[config.mk]
export PLATFORM = sky130hd
export DESIGN_NAME = instr_fetch_queue
export DESIGN_NICKNAME = d
export VERILOG_FILES = /design/src/rtl/fetch_pkg.sv /design/src/rtl/fetch_fifo.sv /design/src/rtl/instr_fetch_queue.sv
export SDC_FILE = /design/constraint.sdc
export NUM_CORES = 1
export LEC_CHECK = 0
export ABC_AREA = 1
export CAP_MARGIN = 20
export CORE_MARGIN = 3
export CORE_UTILIZATION = 59
export CTS_BUF_LIST = sky130_fd_sc_hd__clkbuf_4 sky130_fd_sc_hd__clkbuf_8
export DETAILED_ROUTE_END_ITERATION = 6
export DONT_BUFFER_PORTS = 1
export GPL_TIMING_DRIVEN = 0
export HOLD_SLACK_MARGIN = 0.02
export PLACE_DENSITY = 0.75
export SLEW_MARGIN = 40
export SYNTH_ARGS = -nofsm -noshare
export SYNTH_HDL_FRONTEND = slang
export SYNTH_SLANG_ARGS = --single-unit
export TNS_END_PERCENT = 1
[constraint.sdc]
create_clock -name clk -period 17.2 [get_ports clk]
set_input_delay 5.16 -clock clk [delete_from_list [all_inputs] [get_ports clk]]
set_output_delay 5.16 -clock clk [all_outputs]
set_load 0.02 [all_outputs]
[src/rtl/fetch_pkg.sv]
// Shared types and constants for the instruction fetch queue.
package fetch_pkg;

  localparam int          FETCH_DEPTH = 4;
  localparam logic [2:0]  FULL_COUNT  = 3'd4;
  localparam logic [31:0] RESET_PC    = 32'h0000_0000;

  typedef enum logic [1:0] {
    IDLE   = 2'd0,
    FETCH  = 2'd1,
    DRAIN  = 2'd2,
    HALTED = 2'd3
  } fetch_state_e;

  typedef struct packed {
    logic [31:0] pc;
    logic [31:0] inst;
  } fetch_entry_t;

  // Fetch addresses are always word aligned; the low two bits are dropped.
  function automatic logic [31:0] align_word(input logic [31:0] addr);
    return addr & 32'hFFFF_FFFC;
  endfunction

endpackage

[src/rtl/fetch_fifo.sv]
// Four-entry {pc, inst} FIFO with push, pop and flush. Flush wins over
// push/pop; a pop on an empty queue is ignored.
module fetch_fifo
  import fetch_pkg::*;
(
  input  logic        clk,
  input  logic        reset,
  input  logic        push,
  input  logic [31:0] push_pc,
  input  logic [31:0] push_inst,
  input  logic        pop,
  input  logic        flush,
  output logic [31:0] head_pc,
  output logic [31:0] head_inst,
  output logic [2:0]  count
);

  fetch_entry_t entries [FETCH_DEPTH];
  logic [1:0]   wr_ptr;
  logic [1:0]   rd_ptr;
  logic         do_pop;

  assign do_pop    = pop && (count != 3'd0);
  assign head_pc   = entries[rd_ptr].pc;
  assign head_inst = entries[rd_ptr].inst;

  // Storage, pointers and occupancy count.
  always_ff @(posedge clk) begin
    if (reset) begin
      wr_ptr <= 2'd0;
      rd_ptr <= 2'd0;
      count  <= 3'd0;
      for (int i = 0; i < FETCH_DEPTH; i++) begin
        entries[i] <= '0;
      end
    end else if (flush) begin
      wr_ptr <= 2'd0;
      rd_ptr <= 2'd0;
      count  <= 3'd0;
    end else begin
      if (push) begin
        entries[wr_ptr].pc   <= push_pc;
        entries[wr_ptr].inst <= push_inst;
        wr_ptr               <= wr_ptr + 2'd1;
      end
      if (do_pop) begin
        rd_ptr <= rd_ptr + 2'd1;
      end
      case ({push, do_pop})
        2'b10:   count <= count + 3'd1;
        2'b01:   count <= count - 3'd1;
        default: count <= count;
      endcase
    end
  end

endmodule

[src/rtl/instr_fetch_queue.sv]
// Instruction fetch queue: fetch FSM, PC tracking and a 4-entry queue.
// Optional macro FETCH_PERF_CNT_EN adds the stall_cycles counter output.
//
// Handshakes: mem_req/mem_addr are held until a cycle with mem_ack, and
// mem_rdata is valid in that same cycle; the head entry is consumed in any
// cycle where inst_valid and inst_ready are both high.
module instr_fetch_queue
  import fetch_pkg::*;
(
  input  logic        clk,
  input  logic        reset,
  output logic        mem_req,
  output logic [31:0] mem_addr,
  input  logic        mem_ack,
  input  logic [31:0] mem_rdata,
  output logic        inst_valid,
  output logic [31:0] inst,
  output logic [31:0] inst_pc,
  input  logic        inst_ready,
  input  logic        redirect,
  input  logic [31:0] redirect_pc,
  input  logic        halt,
  output logic [2:0]  q_count,
  output logic [1:0]  dbg_state
`ifdef FETCH_PERF_CNT_EN
  ,
  output logic [31:0] stall_cycles
`endif
);

  fetch_state_e state;
  logic [31:0]  fetch_pc;
  logic [31:0]  new_pc;
  logic [31:0]  pc_next4;
  logic [2:0]   post_cnt;
  logic         halt_q;
  logic         halt_eff;
  logic         pop;
  logic         push;
  logic         stay_fetch;

  assign dbg_state  = state;
  assign inst_valid = (q_count != 3'd0);
  assign pop        = inst_valid && inst_ready;
  // Only an ack in FETCH carries a word for the queue; redirect discards it.
  assign push       = (state == FETCH) && mem_ack && !redirect;
  assign new_pc     = align_word(redirect_pc);
  assign pc_next4   = fetch_pc + 32'd4;
  assign halt_eff   = halt || halt_q;
  assign post_cnt   = q_count + 3'd1 - {2'b00, pop};
  assign stay_fetch = (post_cnt < FULL_COUNT) && !halt_eff;

  fetch_fifo u_fifo (
    .clk       (clk),
    .reset     (reset),
    .push      (push),
    .push_pc   (fetch_pc),
    .push_inst (mem_rdata),
    .pop       (pop),
    .flush     (redirect),
    .head_pc   (inst_pc),
    .head_inst (inst),
    .count     (q_count)
  );

  // Fetch FSM with registered request outputs, PC and sticky halt.
  always_ff @(posedge clk) begin
    if (reset) begin
      state    <= IDLE;
      fetch_pc <= RESET_PC;
      mem_req  <= 1'b0;
      mem_addr <= RESET_PC;
      halt_q   <= 1'b0;
    end else begin
      if (halt) begin
        halt_q <= 1'b1;
      end
      case (state)
        IDLE: begin
          if (redirect) begin
            fetch_pc <= new_pc;
            if (halt_eff) begin
              state <= HALTED;
            end else begin
              state    <= FETCH;
              mem_req  <= 1'b1;
              mem_addr <= new_pc;
            end
          end else if (halt_eff) begin
            state <= HALTED;
          end else if (q_count < FULL_COUNT) begin
            state    <= FETCH;
            mem_req  <= 1'b1;
            mem_addr <= fetch_pc;
          end
        end
        FETCH: begin
          if (redirect) begin
            fetch_pc <= new_pc;
            if (!mem_ack) begin
              // Request still outstanding: keep it stable, drop its data later.
              state <= DRAIN;
            end else if (halt_eff) begin
              state   <= HALTED;
              mem_req <= 1'b0;
            end else begin
              mem_addr <= new_pc;
            end
          end else if (mem_ack) begin
            fetch_pc <= pc_next4;
            if (stay_fetch) begin
              mem_addr <= pc_next4;
            end else begin
              mem_req <= 1'b0;
              state   <= halt_eff ? HALTED : IDLE;
            end
          end
        end
        DRAIN: begin
          if (redirect) begin
            fetch_pc <= new_pc;
          end
          if (mem_ack) begin
            if (halt_eff) begin
              state   <= HALTED;
              mem_req <= 1'b0;
            end else begin
              state    <= FETCH;
              mem_addr <= redirect ? new_pc : fetch_pc;
            end
          end
        end
        HALTED: begin
          // Only reset leaves HALTED; a redirect just retargets the PC.
          mem_req <= 1'b0;
          if (redirect) begin
            fetch_pc <= new_pc;
          end
        end
        default: begin
          state   <= IDLE;
          mem_req <= 1'b0;
        end
      endcase
    end
  end

`ifdef FETCH_PERF_CNT_EN
  // Saturating count of cycles with an empty queue while not halted.
  always_ff @(posedge clk) begin
    if (reset) begin
      stall_cycles <= 32'd0;
    end else if (!inst_valid && (state != HALTED) && (stall_cycles != 32'hFFFF_FFFF)) begin
      stall_cycles <= stall_cycles + 32'd1;
    end
  end
`endif

endmodule

Word-level counts from Yosys, hierarchy flattened
Memories as Yosys holds them, arrays and structs flattened. A register that Yosys moved wholly into a read port is not among the register bits.
Cells that the tools add are included.
{"block": "word_totals", "n_memories": 1, "wordCells": 100, "ram_bits": 256, "regBits": 75, "output_inout_bits": 103}
{"memory": "u_fifo.entries", "words": 4, "word_bits": 64, "rd": 1, "rd_ports_with_merged_regs": 1, "wr": 4, "line_no": "fetch_fifo.sv:18", "source": "fetch_entry_t entries [FETCH_DEPTH];"}
{"block": "op_classes", "mux": 49, "n_reduce_logical": 18, "addsub": 6, "order_cmp": 2, "n_eq_ne": 16}
{"cell": "$mux W32", "n": 13}
{"cell": "$pmux W32 S3", "n": 1}
{"cell": "$mux W64", "n": 1}
{"cell": "$pmux W32 S2", "n": 1}
{"cell": "$reduce_or A64 Y1", "n": 1}
{"cell": "$add A32 B3 Y32 const B", "n": 1}
{"cell": "$mux W2", "n": 14}
{"cell": "$mux W1", "n": 16}
{"cell": "$ne A3 B3 Y1 const B", "n": 5}
{"cell": "$ne A2 B2 Y1 const B", "n": 4}
{"cell": "$ne A4 B4 Y1 const B", "n": 2}
{"cell": "$reduce_and A7 Y1", "n": 1}
{"cell": "$eq A2 B2 Y1 const B", "n": 3}
{"cell": "$lt A3 B3 Y1 const B", "n": 2}
{"cell": "$pmux W2 S3", "n": 1}
{"cell": "$pmux W3 S2", "n": 1}
{"cell": "$reduce_and A6 Y1", "n": 1}
{"cell": "$reduce_bool A3 Y1", "n": 2}
{"cell": "$logic_and A1 B1 Y1", "n": 5}
{"cell": "$add A2 B1 Y2 const B", "n": 2}
{"cell": "$eq A2 B1 Y1 const B", "n": 2}
{"cell": "$pmux W1 S4", "n": 1}
{"cell": "$reduce_and A4 Y1", "n": 1}
{"cell": "$add A3 B1 Y3 const B", "n": 1}
{"cell": "other kinds (8)", "n": 9}

Depth between registers and ports, before layout
{"block": "logic_depth", "ltp_word": 9, "depth_mapped": 13}

Modules after synthesis
Synthesis repeated with hierarchy kept, for this count alone.
{"block": "hier_totals", "hier_cells": 2037, "area_unflattened_um2": 16836.1}
{"module": "fetch_fifo", "cells_per_inst": 1036, "area_per_inst_um2": 11342.1, "seq_area_each_um2": 7867.5, "n_inst": 1}
{"module": "instr_fetch_queue", "cells_per_inst": 1001, "area_per_inst_um2": 5494.0, "seq_area_each_um2": 1361.3, "n_inst": 1}

Least setup slack after synthesis
No wires, ideal clock.
{"block": "synth_path", "path_type": "input to register", "from": "in redirect", "to": "mem u_fifo.entries[1][0] (netlist name), enable pin", "required_ns": 16.626, "path_stages": 5, "arrival_ns": 10.279, "slack_ns": 6.346, "setup_ns": 0.574, "path_cell_list": "buf_4 clkbuf_1 nor2_1 inv_1 o21ai_0"}
{"item": "from (decl)", "line_no": "instr_fetch_queue.sv:20", "source": "input logic redirect,"}
{"item": "to (decl)", "line_no": "fetch_fifo.sv:18"}

==> run summary <==
The flow ran to the end, and the final reports show no timing, DRC or antenna violations. TritonCTS sink count: 333. The initial core utilization came out at 0.609. CTS placed an instance of sky130_fd_sc_hd__clkbuf_8 at the clock tree root.

Number of enable-type register cells in the synthesized netlist: 256. For this run, design rule violations remaining after detail routing come to 0. The logs give 3 for the number of buffers on the longest clock path and 7.03 nW for the total leakage power.

The worst setup path is captured at an output pin. For the final routed database, the setup TNS stands at 0 ns. Count of boundary I/O pins: 173.

The routability congestion estimate from global placement came out at 0.971. The logs give 86.5 uV for the maximum resistive drop on vdd and 39 for the post-synthesis cell type count. The relative max-transition margin was 0.452; the post-layout net count was 2,133. Final count of pins violating max slew: 0.

After synthesis the cells add up to 16,700 um^2. The wire length of the first global-routing pass is 78.2 mm. The most used flip-flop cell after synthesis is sky130_fd_sc_hd__edfxtp_1.

The final cycle utilization of the critical path was 0.469; the via count was 14,600. For the worst setup path, the data required time is 12.04 ns. After technology mapping, the gate count stands at 1,987. Detailed placement finished with a half-perimeter wire length of 35.9 mm. The height of the die was 174 um; the number of optimization iterations in the first detailed-route pass was 6.

The number of antenna diodes in the final layout is 0. The final worst clock skew was 0.0226 ns; the pin slew with the least headroom to its limit was 0.821 ns. Each instance of the synthesized netlist takes up on average 8.39 um^2. The share of the synthesized area in the top cell type is 0.461. The remaining number of nets flagged by the antenna check after routing came out at 0.

The floorplan has 60 rows. Setup repair after global routing left no endpoint under its margin. The tools report the die footprint as 30,300 um^2. Kind of start point of the critical path: a flip-flop. The share of synthesized registers carrying an async set or reset works out to 0.

Setup violations remaining at the end of the flow were counted as 0. When the netlist entered floorplanning its net count stood at 2,067. TritonCTS built the clock tree.

Yosys instantiated no cell more often than sky130_fd_sc_hd__nor2_1. The maximum number of pins on one net before global-route repair is 38, and the combined global-route utilization of all metal layers is 0.326. Path type of the worst min-delay path: reg -> reg. For the core outline area, the log shows 27,400 um^2. The violation count after the first detailed-routing iteration came out at 1,898. Summed over all layers, the global routing overflow is 0. The initial antenna violation count was 0; the H-tree depth was 2. Gates resized during post-CTS repair numbered 0. Counting instances in the post-synthesis netlist gives the leading cell types as 476 x sky130_fd_sc_hd__nor2_1, 271 x sky130_fd_sc_hd__o21ai_0, 256 x sky130_fd_sc_hd__edfxtp_1.

Power spread over the standard cell area amounts to 107 nW/um^2. After detailed routing, the average wire length per cell comes to 20.5 um. Signed area change from the synthesized netlist to the final layout: 10.5%. Port buffering added 0 buffers.

The critical path is of the reg -> out type. The share of the core filled with cells in the final layout was 0.673; the clock edge transition at the registers on the reported setup and hold paths was 0.06 ns. Final-report hold violation count: 0. Critical path data arrival time: 2.91 ns.

Along the worst path, the maximum fanout reaches 10. The total of warnings raised by yosys was 0; the via count of the first global-routing pass was 14,100. The tools report the post-CTS setup buffer count as 0. The tool flagged a number of max-cap violations equal to 0. The share of synthesized area occupied by flip-flops and latches was 0.553; the minimum clock period after layout was 8.07 ns. The register bit total from synthesis came out at 333. The floorplan die width is 174 um, and the total wire length after detailed routing is 50.6 mm.

Ranked by total cell area, the synthesized netlist is headed by sky130_fd_sc_hd__edfxtp_1 46%, sky130_fd_sc_hd__nor2_1 11%, sky130_fd_sc_hd__dfxtp_1 9.2%. Summed over all instances, the cell type with the most area after synthesis is sky130_fd_sc_hd__edfxtp_1. Counting the buffers created by CTS gives 53.

Dividing the detail-routed via count by the number of cells gives 5.92. The quantity of hold-fixing buffers added after cts was 0; the clock insertion delay at the later pin of the skew report was 0.60 ns. The share of layout cells above drive strength 1 works out to 0.0749. The run gives 124 MHz as the achievable clock frequency.
## cells by family after synthesis
group                    count (synthesis)  share of synthesized area
flip-flops                             333                      0.553
adder cells (fa/ha/maj)                 10                    0.00750
AO/OA/AOI/OAI                          476                      0.153
XOR/XNOR                                 4                    0.00210
AND/OR/NAND/NOR                        876                      0.213
buffers and inverters                  288                     0.0704
## per-stage QoR
stage | worst slack, ns | instance area (um^2) | power [mW] | std cells | hold slack [ns]
6_report | 9.13 | 18400 | 1.97 | 2468 | 0.481
5_1_grt | 8.98 | 18400 | 2.05 | 2468 | 0.505
2_1_floorplan | 6.35 | 16700 | 1.21 | 1987 | 0.444
3_3_place_gp | 3.40 | 17100 | 1.31 | 2359 | 0.454
4_1_cts | 9.11 | 18400 | 1.97 | 2468 | 0.480
3_5_place_dp | 9.36 | 17400 | 1.31 | 2370 | 0.467
## placed cells by master (no fill, tap or decap), types with 6 or more instances in the layout
master                     instances
sky130_fd_sc_hd__nand4_1          21
sky130_fd_sc_hd__o211ai_1          6
sky130_fd_sc_hd__ha_1             10
sky130_fd_sc_hd__buf_2            30
sky130_fd_sc_hd__clkinv_2          9
sky130_fd_sc_hd__dfxtp_1          77
sky130_fd_sc_hd__a21oi_1         102
sky130_fd_sc_hd__buf_12            6
sky130_fd_sc_hd__clkbuf_1         87
sky130_fd_sc_hd__o21ai_1           6
sky130_fd_sc_hd__nand3_1          57
sky130_fd_sc_hd__o22ai_1          73
sky130_fd_sc_hd__o21ai_0         270
sky130_fd_sc_hd__nor2_2            7
sky130_fd_sc_hd__clkbuf_4          9
sky130_fd_sc_hd__buf_1             7
sky130_fd_sc_hd__nand2_1         230
sky130_fd_sc_hd__inv_1           149
sky130_fd_sc_hd__nor2_1          476
sky130_fd_sc_hd__edfxtp_1        256
sky130_fd_sc_hd__clkbuf_8         55
sky130_fd_sc_hd__clkinv_1         22
sky130_fd_sc_hd__nor3_1           72
## per-layer routing
layer,global-route usage,share of wire,wire length [um]
met1,0.424,0.39,20000
met2,0.542,0.47,23800
met3,0.0631,0.094,4780
met4,0.129,0.040,2020
met5,0,0,0
## report_power, final
group	total [mW]	internal [mW]	switching, mW
Sequential	0.978	0.917	0.0606
Combinational	0.328	0.0902	0.238
Clock	0.666	0.348	0.317
Total	1.97	1.36	0.616
## cell type report
class,instances,area (um^2)
tap,372,465
buffer,132,587
sequential,333,9230
multi-input combinational,1366,6310
inverter,156,588
clock buffer,64,825
clock inverter,34,206
timing repair buffer,11,220
fill,2313,8970
## worst paths after layout
kind | startpoint | cells past startpoint | slack [ns] | end
setup reg to reg | dbg_state[0] | 11 | 13.95 | u_fifo.entries[2][24]
hold / removal | u_fifo.rd_ptr[0] | 1 | 0.48 | u_fifo.rd_ptr[0]
hold reg to reg | u_fifo.rd_ptr[0] | 1 | 0.48 | u_fifo.rd_ptr[0]
setup / recovery | flip-flop | 6 | 9.13 | inst_pc[27]
## state kept, by name (all words and copies together) (netlist names), named ones only
name and count:
fetch_pc 32, u_fifo.count 3, u_fifo.wr_ptr 2, halt_q 1, dbg_state 2, u_fifo.rd_ptr 2, mem_addr 32, u_fifo.entries 256
mem_req 1
## worst max-delay path, cell delays in order, from the launching register on
cell and delay (ns):
sky130_fd_sc_hd__dfxtp_1 0.32, sky130_fd_sc_hd__buf_2 0.20, sky130_fd_sc_hd__inv_1 0.09, sky130_fd_sc_hd__clkbuf_1 0.54, sky130_fd_sc_hd__clkbuf_1 0.48, sky130_fd_sc_hd__o21ai_0 0.18, sky130_fd_sc_hd__o22ai_1 0.50
Note: power is estimated with default switching activity, not from simulation.
